==> config.mk <==
export PLATFORM = sky130hd
export DESIGN_NAME = uart_tx_arb
export DESIGN_NICKNAME = d
export VERILOG_FILES = /design/src/rtl/uart_tx_arb.sv
export SDC_FILE = /design/constraint.sdc
export NUM_CORES = 1
export LEC_CHECK = 0
export BUFFER_PORTS_ARGS = -buffer_cell sky130_fd_sc_hd__clkbuf_2
export CAP_MARGIN = 25
export CORE_MARGIN = 3
export CORE_UTILIZATION = 52
export DETAILED_ROUTE_END_ITERATION = 12
export MAX_ROUTING_LAYER = met4
export PLACE_DENSITY = 0.78
export REMOVE_ABC_BUFFERS = 1
export SETUP_SLACK_MARGIN = 0.4
export SYNTH_ARGS = -nofsm -noshare
export SYNTH_HDL_FRONTEND = slang
export SYNTH_SLANG_ARGS = --single-unit
==> constraint.sdc <==
create_clock -name clk_i -period 2.1 [get_ports clk_i]
set_input_delay 0.42 -clock clk_i [delete_from_list [all_inputs] [get_ports clk_i]]
set_output_delay 0.42 -clock clk_i [all_outputs]
set_load 0.02 [all_outputs]
==> src/rtl/uart_tx_arb.sv <==
// Two-requester round-robin arbiter feeding a single UART transmitter.
// Frames are start bit, DATA_WIDTH data bits LSB first, stop bit, CLKS_PER_BIT cycles each.
`ifndef UART_DATA_WIDTH
`define UART_DATA_WIDTH 8
`endif

module uart_tx_arb #(
   parameter int unsigned DATA_WIDTH   = `UART_DATA_WIDTH,
   parameter int unsigned CLKS_PER_BIT = 4
) (
   input  logic                  clk_i,
   input  logic                  rst_i,
   input  logic                  en_i,
   input  logic [1:0]            req_i,
   input  logic [DATA_WIDTH-1:0] data0_i,
   input  logic [DATA_WIDTH-1:0] data1_i,
   output logic [1:0]            ack_o,
   output logic                  tx,
   output logic                  busy,
   output logic                  done
);

   localparam int unsigned CNT_W = (CLKS_PER_BIT > 1) ? $clog2(CLKS_PER_BIT) : 1;
   localparam int unsigned BIT_W = $clog2(DATA_WIDTH) + 1;
   localparam logic [CNT_W-1:0] CNT_LAST = CNT_W'(CLKS_PER_BIT - 1);
   localparam logic [BIT_W-1:0] BIT_LAST = BIT_W'(DATA_WIDTH - 1);

   typedef enum logic [1:0] {
      S_IDLE  = 2'd0,
      S_START = 2'd1,
      S_DATA  = 2'd2,
      S_STOP  = 2'd3
   } state_t;

   state_t                r_state;
   logic                  r_last;
   logic [CNT_W-1:0]      r_clk_cnt;
   logic [BIT_W-1:0]      r_bit_cnt;
   logic [DATA_WIDTH-1:0] r_shift;
   logic [1:0]            r_ack;
   logic                  r_done;

   logic                  w_bit_end;
   logic                  w_grant;

   assign w_bit_end = (r_clk_cnt == CNT_LAST);
   // On a tie the requester that was not served last wins.
   assign w_grant   = (req_i == 2'b11) ? ~r_last : req_i[1];

   always_ff @(posedge clk_i) begin
      if (rst_i) begin
         r_state   <= S_IDLE;
         r_last    <= 1'b1;
         r_clk_cnt <= '0;
         r_bit_cnt <= '0;
         r_shift   <= '0;
         r_ack     <= 2'b00;
         r_done    <= 1'b0;
      end else begin
         r_ack  <= 2'b00;
         r_done <= 1'b0;
         case (r_state)
            S_IDLE: begin
               if (en_i && (req_i != 2'b00)) begin
                  r_shift   <= w_grant ? data1_i : data0_i;
                  r_last    <= w_grant;
                  r_ack     <= w_grant ? 2'b10 : 2'b01;
                  r_clk_cnt <= '0;
                  r_bit_cnt <= '0;
                  r_state   <= S_START;
               end
            end
            S_START: begin
               if (w_bit_end) begin
                  r_clk_cnt <= '0;
                  r_state   <= S_DATA;
               end else begin
                  r_clk_cnt <= r_clk_cnt + CNT_W'(1);
               end
            end
            S_DATA: begin
               if (w_bit_end) begin
                  r_clk_cnt <= '0;
                  r_shift   <= r_shift >> 1;
                  r_bit_cnt <= r_bit_cnt + BIT_W'(1);
                  if (r_bit_cnt == BIT_LAST) begin
                     r_state <= S_STOP;
                  end
               end else begin
                  r_clk_cnt <= r_clk_cnt + CNT_W'(1);
               end
            end
            S_STOP: begin
               if (w_bit_end) begin
                  r_clk_cnt <= '0;
                  r_done    <= 1'b1;
                  r_state   <= S_IDLE;
               end else begin
                  r_clk_cnt <= r_clk_cnt + CNT_W'(1);
               end
            end
            default: r_state <= S_IDLE;
         endcase
      end
   end

   // Line level is a pure decode of the registered state and shift register.
   assign tx    = (r_state == S_START) ? 1'b0 :
                  (r_state == S_DATA)  ? r_shift[0] : 1'b1;
   assign busy  = (r_state != S_IDLE);
   assign ack_o = r_ack;
   assign done  = r_done;

endmodule

==> reports/qor.yml, run 1 <==
synth:
  synthMuxAreaShare: 0.0812
  synth_cells: 124
  synth_top_cell_by_area: "dfxtp_1"
  yosysWarnings: 0
  ys.flop_type: "dfxtp_1"
  synth_top_family_by_area: "compound AO/OA/AOI/OAI gates"
  synth_xor_area_frac: 0
  synth_edf_count: 0
  synthSimpleGateAreaFrac: 0.129
  synth_top_area_frac: 0.361
  synth.avg_cell_area_sq_um: 8.95
  synth_compound_area_frac: 0.285
  synth_area_leaders: "dfxtp_1 (36%), mux2i_1 (8.1%), ha_1 (7.9%)"
  netlist_area_sq_um: 1110
  ys_seq_elements: 20
  ys_types: 36
  synthArstFlopShare: 0
  ys_seq_area_frac: 0.361
  synthAdderAreaFrac: 0.0789
final_layout:
  mostFrequentLayoutCells: "clkbuf_2 (23), dfxtp_1 (18), buf_4 (17)"
  area_growth_pct: 32.6
  design_area_sq_um: 1470
  final_common_cell: "clkbuf_2"
  final_layout_size_suffix_gt1_frac: 0.395
  n_antenna_cell: 0
  nNetsFinal: 192
setup_path:
  arrival_ps: 1290
  cp_slowest_cell: "dfxtp_2"
  end_kind: "output pin"
  cp_cell_sequence: "buf_4 -> ha_1 -> a21oi_2 -> buf_4"
  cp-start-kind: "flop"
  path_class: "flop to output pin"
  critPathMaxFanout: 3
  required_ps: 1680
  slowest_delay_ps: 360
  crit_top_cell: "buf_4"
die:
  die_x_microns: 52.2
  std_cell_rows: 16
  chipHeight_microns: 52.2
  die_area_sq_um: 2720
  initial_core_util: 0.560
  ioPinCount: 26
  design.core.area_sq_um: 1980
place:
  placed_area_sq_um: 1250
  post-dp-hpwl_microns: 1990
  gp_congestion: 0.803
  io_buffers: 25
routing:
  firstDrtPassIters: 5
  first_iter_violations: 22
  vias: 1111
  via_per_inst: 5.88
  drt-total-wl_microns: 2970
  post_drt_wl_per_cell_microns: 15.7
  drc: 0
  ant_nets: 0
timing:
  finalSetupViolations: 0
  skew_ps: 4.55
  report.final.slew_viol_count: 0
  hold_viol: 0
  fin_crit_ps: 1710
  max_freq_ghz: 0.586
  tightestPinTransition_ps: 453
  rsz0062_at_grt: "yes"
  timing.final.crit_share: 0.812
  fin_setup_tns_ps: 0
  max_slew_margin: 0.698
clock_tree:
  clock_latency_ps: 300
  hold_buffers: 0
  clockBufferDepth: 2
  path_clk_slew_ps: 110
  cts_buffers: 3
  clkSinkCount: 20
  h-tree-depth: 1
  cts_tree: "yes"
  root_buffer: "clkbuf_4"
global_routing:
  top_usage_layer: "met2"
  grt_max_degree: 17
  grtUsageTotal: 0.228
  antenna_found_initial: 0
  grtUsageMet3: 0.0399
  grt_first_pass_wirelength_microns: 4420
  grtUsageMet2: 0.391
  use_met1: 0.255
  first_global_vias: 1010
  gr-total-overflow: 0
job:
  cap_viol_max_count: 0
min_path:
  hp-class: "input pin to flop"
pwr:
  ir_drop_v: 0.000812
  finalPower_mw: 2.01
  p_leak_nw: 0.623
  pwr_density_cell_nw_per_um2: 1370
outcome:
  status: "finished clean"
==> state kept, by name (all words and copies together) (netlist names) <==
| register | flops |
|---|---|
| done | 1 |
| r_clk_cnt | 2 |
| r_shift | 8 |
| r_bit_cnt | 4 |
| r_state | 2 |
| r_last | 1 |
| ack_o | 2 |
==> worst paths after layout <==
| kind | slack, ps | cells after the start | startpoint | to |
|---|---|---|---|---|
| setup / recovery | 390 | 4 | r_state[0] | tx |
| hold reg to reg | 470 | 2 | r_shift[7] | r_shift[7] |
| hold / removal | 440 | 3 | req_i[0] | ack_o[0] |
| setup reg to reg | 410 | 8 | r_state[0] | r_shift[5] |
==> cell families (layout without fill, tap and decap cells) <==
logic type,after synthesis,count (layout)
multiplexers,9,9
AND/OR/NAND/NOR,28,28
AO/OA/AOI/OAI,45,45
adder cells (fa/ha/maj),7,7
buffers and inverters,15,53
flip-flops,20,20
==> layer usage <==
layer / wire, microns / vias up
met3: 100 / 8
met4: 53 / 0
li1: - / 543
met5: 0 / -
met1: 1290 / 535
met2: 1520 / 25
==> repair_timing <==
item / 4_1_cts / 5_1_grt
buffers inserted: 3 / 11
pin swaps: 0 / 6
setup endpoints to repair: 14 / 13
gates resized for setup: 16 / 14
==> layout make-up <==
class,count,area [sq um]
Sequential cell,20,405
Inverter,8,35.0
Fill cell,141,510
Tap cell,27,33.8
Multi-Input combinational cell,89,713
Timing Repair Buffer,42,262
Clock buffer,3,22.5
==> worst max-delay path, delay by kind of cell (launching register included) <==
kind | cells | cell delay, ps
fa+ha+maj | 1 | 220
buf+inv | 2 | 300
compound gates | 1 | 110
flops | 1 | 360
==> per-stage QoR <==
stage / worst slack (ps) / utilization / hold WS (ps) / instances
after floorplan: 348 / - / 426 / 117
after global placement: 287 / 0.630 / 445 / 172
after detailed placement: 188 / 0.630 / 464 / 172
after CTS: 312 / 0.683 / 432 / 178
after global routing: 300 / 0.742 / 457 / 189
final: 394 / 0.742 / 440 / 189
==> synthesized netlist by cell type, types with 2 or more instances <==
master	number
o21ai_0	5
buf_2	3
a31oi_1	2
ha_1	7
nor2_1	2
nand2_1	9
and3_1	2
a31o_1	7
a2111oi_0	7
nand3_1	4
dfxtp_1	20
mux2i_1	9
nor3_1	2
or3_1	4
inv_1	7
a21oi_1	14
==> where the power goes <==
group	total (mW)	switching [mW]	internal (mW)
Sequential	0.581	0.0843	0.497
Combinational	1.25	0.660	0.590
Clock	0.180	0.114	0.0668
Power figures use the tool's default switching activity.
==> run 2: changes to the inputs <==
--- a/config.mk
+++ b/config.mk
@@ -8,10 +8,10 @@
 export BUFFER_PORTS_ARGS = -buffer_cell sky130_fd_sc_hd__clkbuf_2
 export CAP_MARGIN = 25
 export CORE_MARGIN = 3
-export CORE_UTILIZATION = 52
+export CORE_UTILIZATION = 47
 export DETAILED_ROUTE_END_ITERATION = 12
 export MAX_ROUTING_LAYER = met4
-export PLACE_DENSITY = 0.78
+export PLACE_DENSITY = 0.74
 export REMOVE_ABC_BUFFERS = 1
 export SETUP_SLACK_MARGIN = 0.4
 export SYNTH_ARGS = -nofsm -noshare
==> constraint.sdc (replaced) <==
create_clock -name clk_i -period 1.4 [get_ports clk_i]
set_input_delay 0.28 -clock clk_i [delete_from_list [all_inputs] [get_ports clk_i]]
set_output_delay 0.28 -clock clk_i [all_outputs]
set_load 0.02 [all_outputs]
==> run 2 against run 1 <==
  * The run now ends with setup timing left
  * Setup slack worse by 570 ps
  * Total power grew 88%
  * Wire length increased by 30%
  * Worst hold slack worse by 130 ps
  * Non-clock buffer count grew 8
  * Largest power group unchanged
==> reports/qor.yml, run 2 (same netlist as run 1, synthesis figures left out) <==
clock_tree:
  clockBufferDepth: 2
  clock_latency_ps: 300
  clkSinkCount: 20
  root_buffer: "clkbuf_4"
  hold_buffers: 0
  path_clk_slew_ps: 110
  cts_tree: "yes"
  cts_buffers: 3
  h-tree-depth: 1
routing:
  via_per_inst: 6.11
  drt-total-wl_microns: 3850
  drc: 0
  first_iter_violations: 42
  vias: 1203
  firstDrtPassIters: 4
  post_drt_wl_per_cell_microns: 19.5
  ant_nets: 0
min_path:
  hp-class: "input pin to flop"
  hp-start: "en_i"
  hold_end: "ack_o[1]"
  min_path_cells: 3
die:
  std_cell_rows: 16
  die_x_microns: 54.6
  ioPinCount: 26
  chipHeight_microns: 54.6
  design.core.area_sq_um: 2100
  die_area_sq_um: 2980
  initial_core_util: 0.528
timing:
  fin_ws_ps: -178
  hold_viol: 0
  timing.final.crit_share: 1.13
  max_slew_margin: 0.721
  tightestPinTransition_ps: 414
  max_freq_ghz: 0.634
  skew_ps: 5.03
  finalSetupViolations: 16
  report.final.slew_viol_count: 0
  rsz0062_at_grt: "yes"
  fin_crit_ps: 1580
final_layout:
  mostFrequentLayoutCells: "clkbuf_2 (20), dfxtp_1 (15), buf_4 (13)"
  top_regs: "r_shift: 8 flops, r_bit_cnt: 4 flops"
  top_register: "r_shift"
  final_layout_size_suffix_gt1_frac: 0.565
  largest_register_ffs: 8
  seqCellArea_sq_um: 409
  multi_input_area_sq_um: 853
  area_growth_pct: 60.0
  design_area_sq_um: 1780
  fill_cells: 112
  nNetsFinal: 200
  n_antenna_cell: 0
  final_common_cell: "clkbuf_2"
place:
  placed_area_sq_um: 1380
  pre_cts_ws_ps: -252
  io_buffers: 25
  gp_congestion: 0.776
  post-dp-hpwl_microns: 2150
setup_path:
  required_ps: 1650
  crit_top_cell: "buf_6"
  arrival_ps: 1830
  r2r-start: "r_state[0]"
  cp_slowest_cell: "dfxtp_2"
  reg2reg_depth: 8
  rr_endpoint: "r_shift[2]"
  critPathMaxFanout: 7
  cp_cell_sequence: "inv_4 -> ha_4 -> buf_6 -> nand2b_4 -> buf_6 -> o21ai_4 -> a2111oi_4 -> a31o_1"
  end_kind: "flop"
  slowest_delay_ps: 380
  path_class: "flop to flop"
  cp-start-kind: "flop"
  r2r_slack_ps: -180
outcome:
  status: "complete, but fails checks"
  violations: "setup timing"
global_routing:
  grt_first_pass_wirelength_microns: 5870
  grtUsageTotal: 0.285
  first_global_vias: 1269
  gr-total-overflow: 0
  grt_max_degree: 13
  antenna_found_initial: 0
pwr:
  p_leak_nw: 0.728
  ir_drop_v: 0.00143
  pwr_density_cell_nw_per_um2: 2130
job:
  cap_viol_max_count: 0
run 2: cell types whose count changed in the layout (fill, tap and decap cells not counted), sizes merged:
cell	before	now
buf	18	30
clkbuf	27	23
run 2: layer usage:
layer  vias to the layer above  wire (microns)  GRT usage
met5                         -               0          -
met4                         0              89      0.116
met3                         8             181     0.0627
met2                        48            2010      0.510
met1                       590            1570      0.297
li1                        557               -          -
run 2: worst max-delay path by stage:
stage / from / end / slack [ps] / cells past startpoint
floorplan: r_state[0] / r_bit_cnt[3] / -350 / 6
global placement: r_state[0] / r_shift[6] / -170 / 7
detailed placement: r_state[0] / r_state[1] / -250 / 6
CTS: r_state[0] / tx / -160 / 5
global route: r_state[0] / r_shift[2] / -210 / 8
finish: r_state[0] / r_shift[2] / -180 / 8
run 2: area by class of cell:
class	instances	share of cell area
Multi-Input combinational cell	89	0.481
Inverter	8	0.0226
Tap cell	27	0.0190
Timing Repair Buffer	50	0.235
Clock buffer	3	0.0127
Sequential cell	20	0.230
run 2: report_power, final:
group          switching (mW)  internal [mW]
clock network           0.167          0.100
logic                    1.34           1.27
registers               0.146          0.747
total                    1.66           2.12
run 2: timing repair:
item / in CTS / in global routing
pin swaps: 10 / 5
buffers inserted: 5 / 1
endpoints found under the setup margin: 24 / 24
resized for setup: 68 / 21
run 2: critical path: cells and delay by family (launching register included):
family                   cells  cell delay [ps]
AO/OA/AOI/OAI                3              580
flip-flops                   1              380
AND/OR/NAND/NOR              1              100
buffers and inverters        3              290
adder cells (fa/ha/maj)      1              180
run 2: through the flow:
step / instances / utilization / TNS, ps / hold slack [ps] / power, mW
after detailed placement: 188 / 0.657 / -2580 / 445 / 2.33
final: 197 / 0.845 / -1670 / 305 / 3.77
after CTS: 196 / 0.805 / -1070 / 287 / 3.34
after global routing: 197 / 0.845 / -2600 / 307 / 3.98
after global placement: 188 / 0.657 / -1600 / 438 / 2.27
after floorplan: 117 / - / -3800 / 349 / 1.70
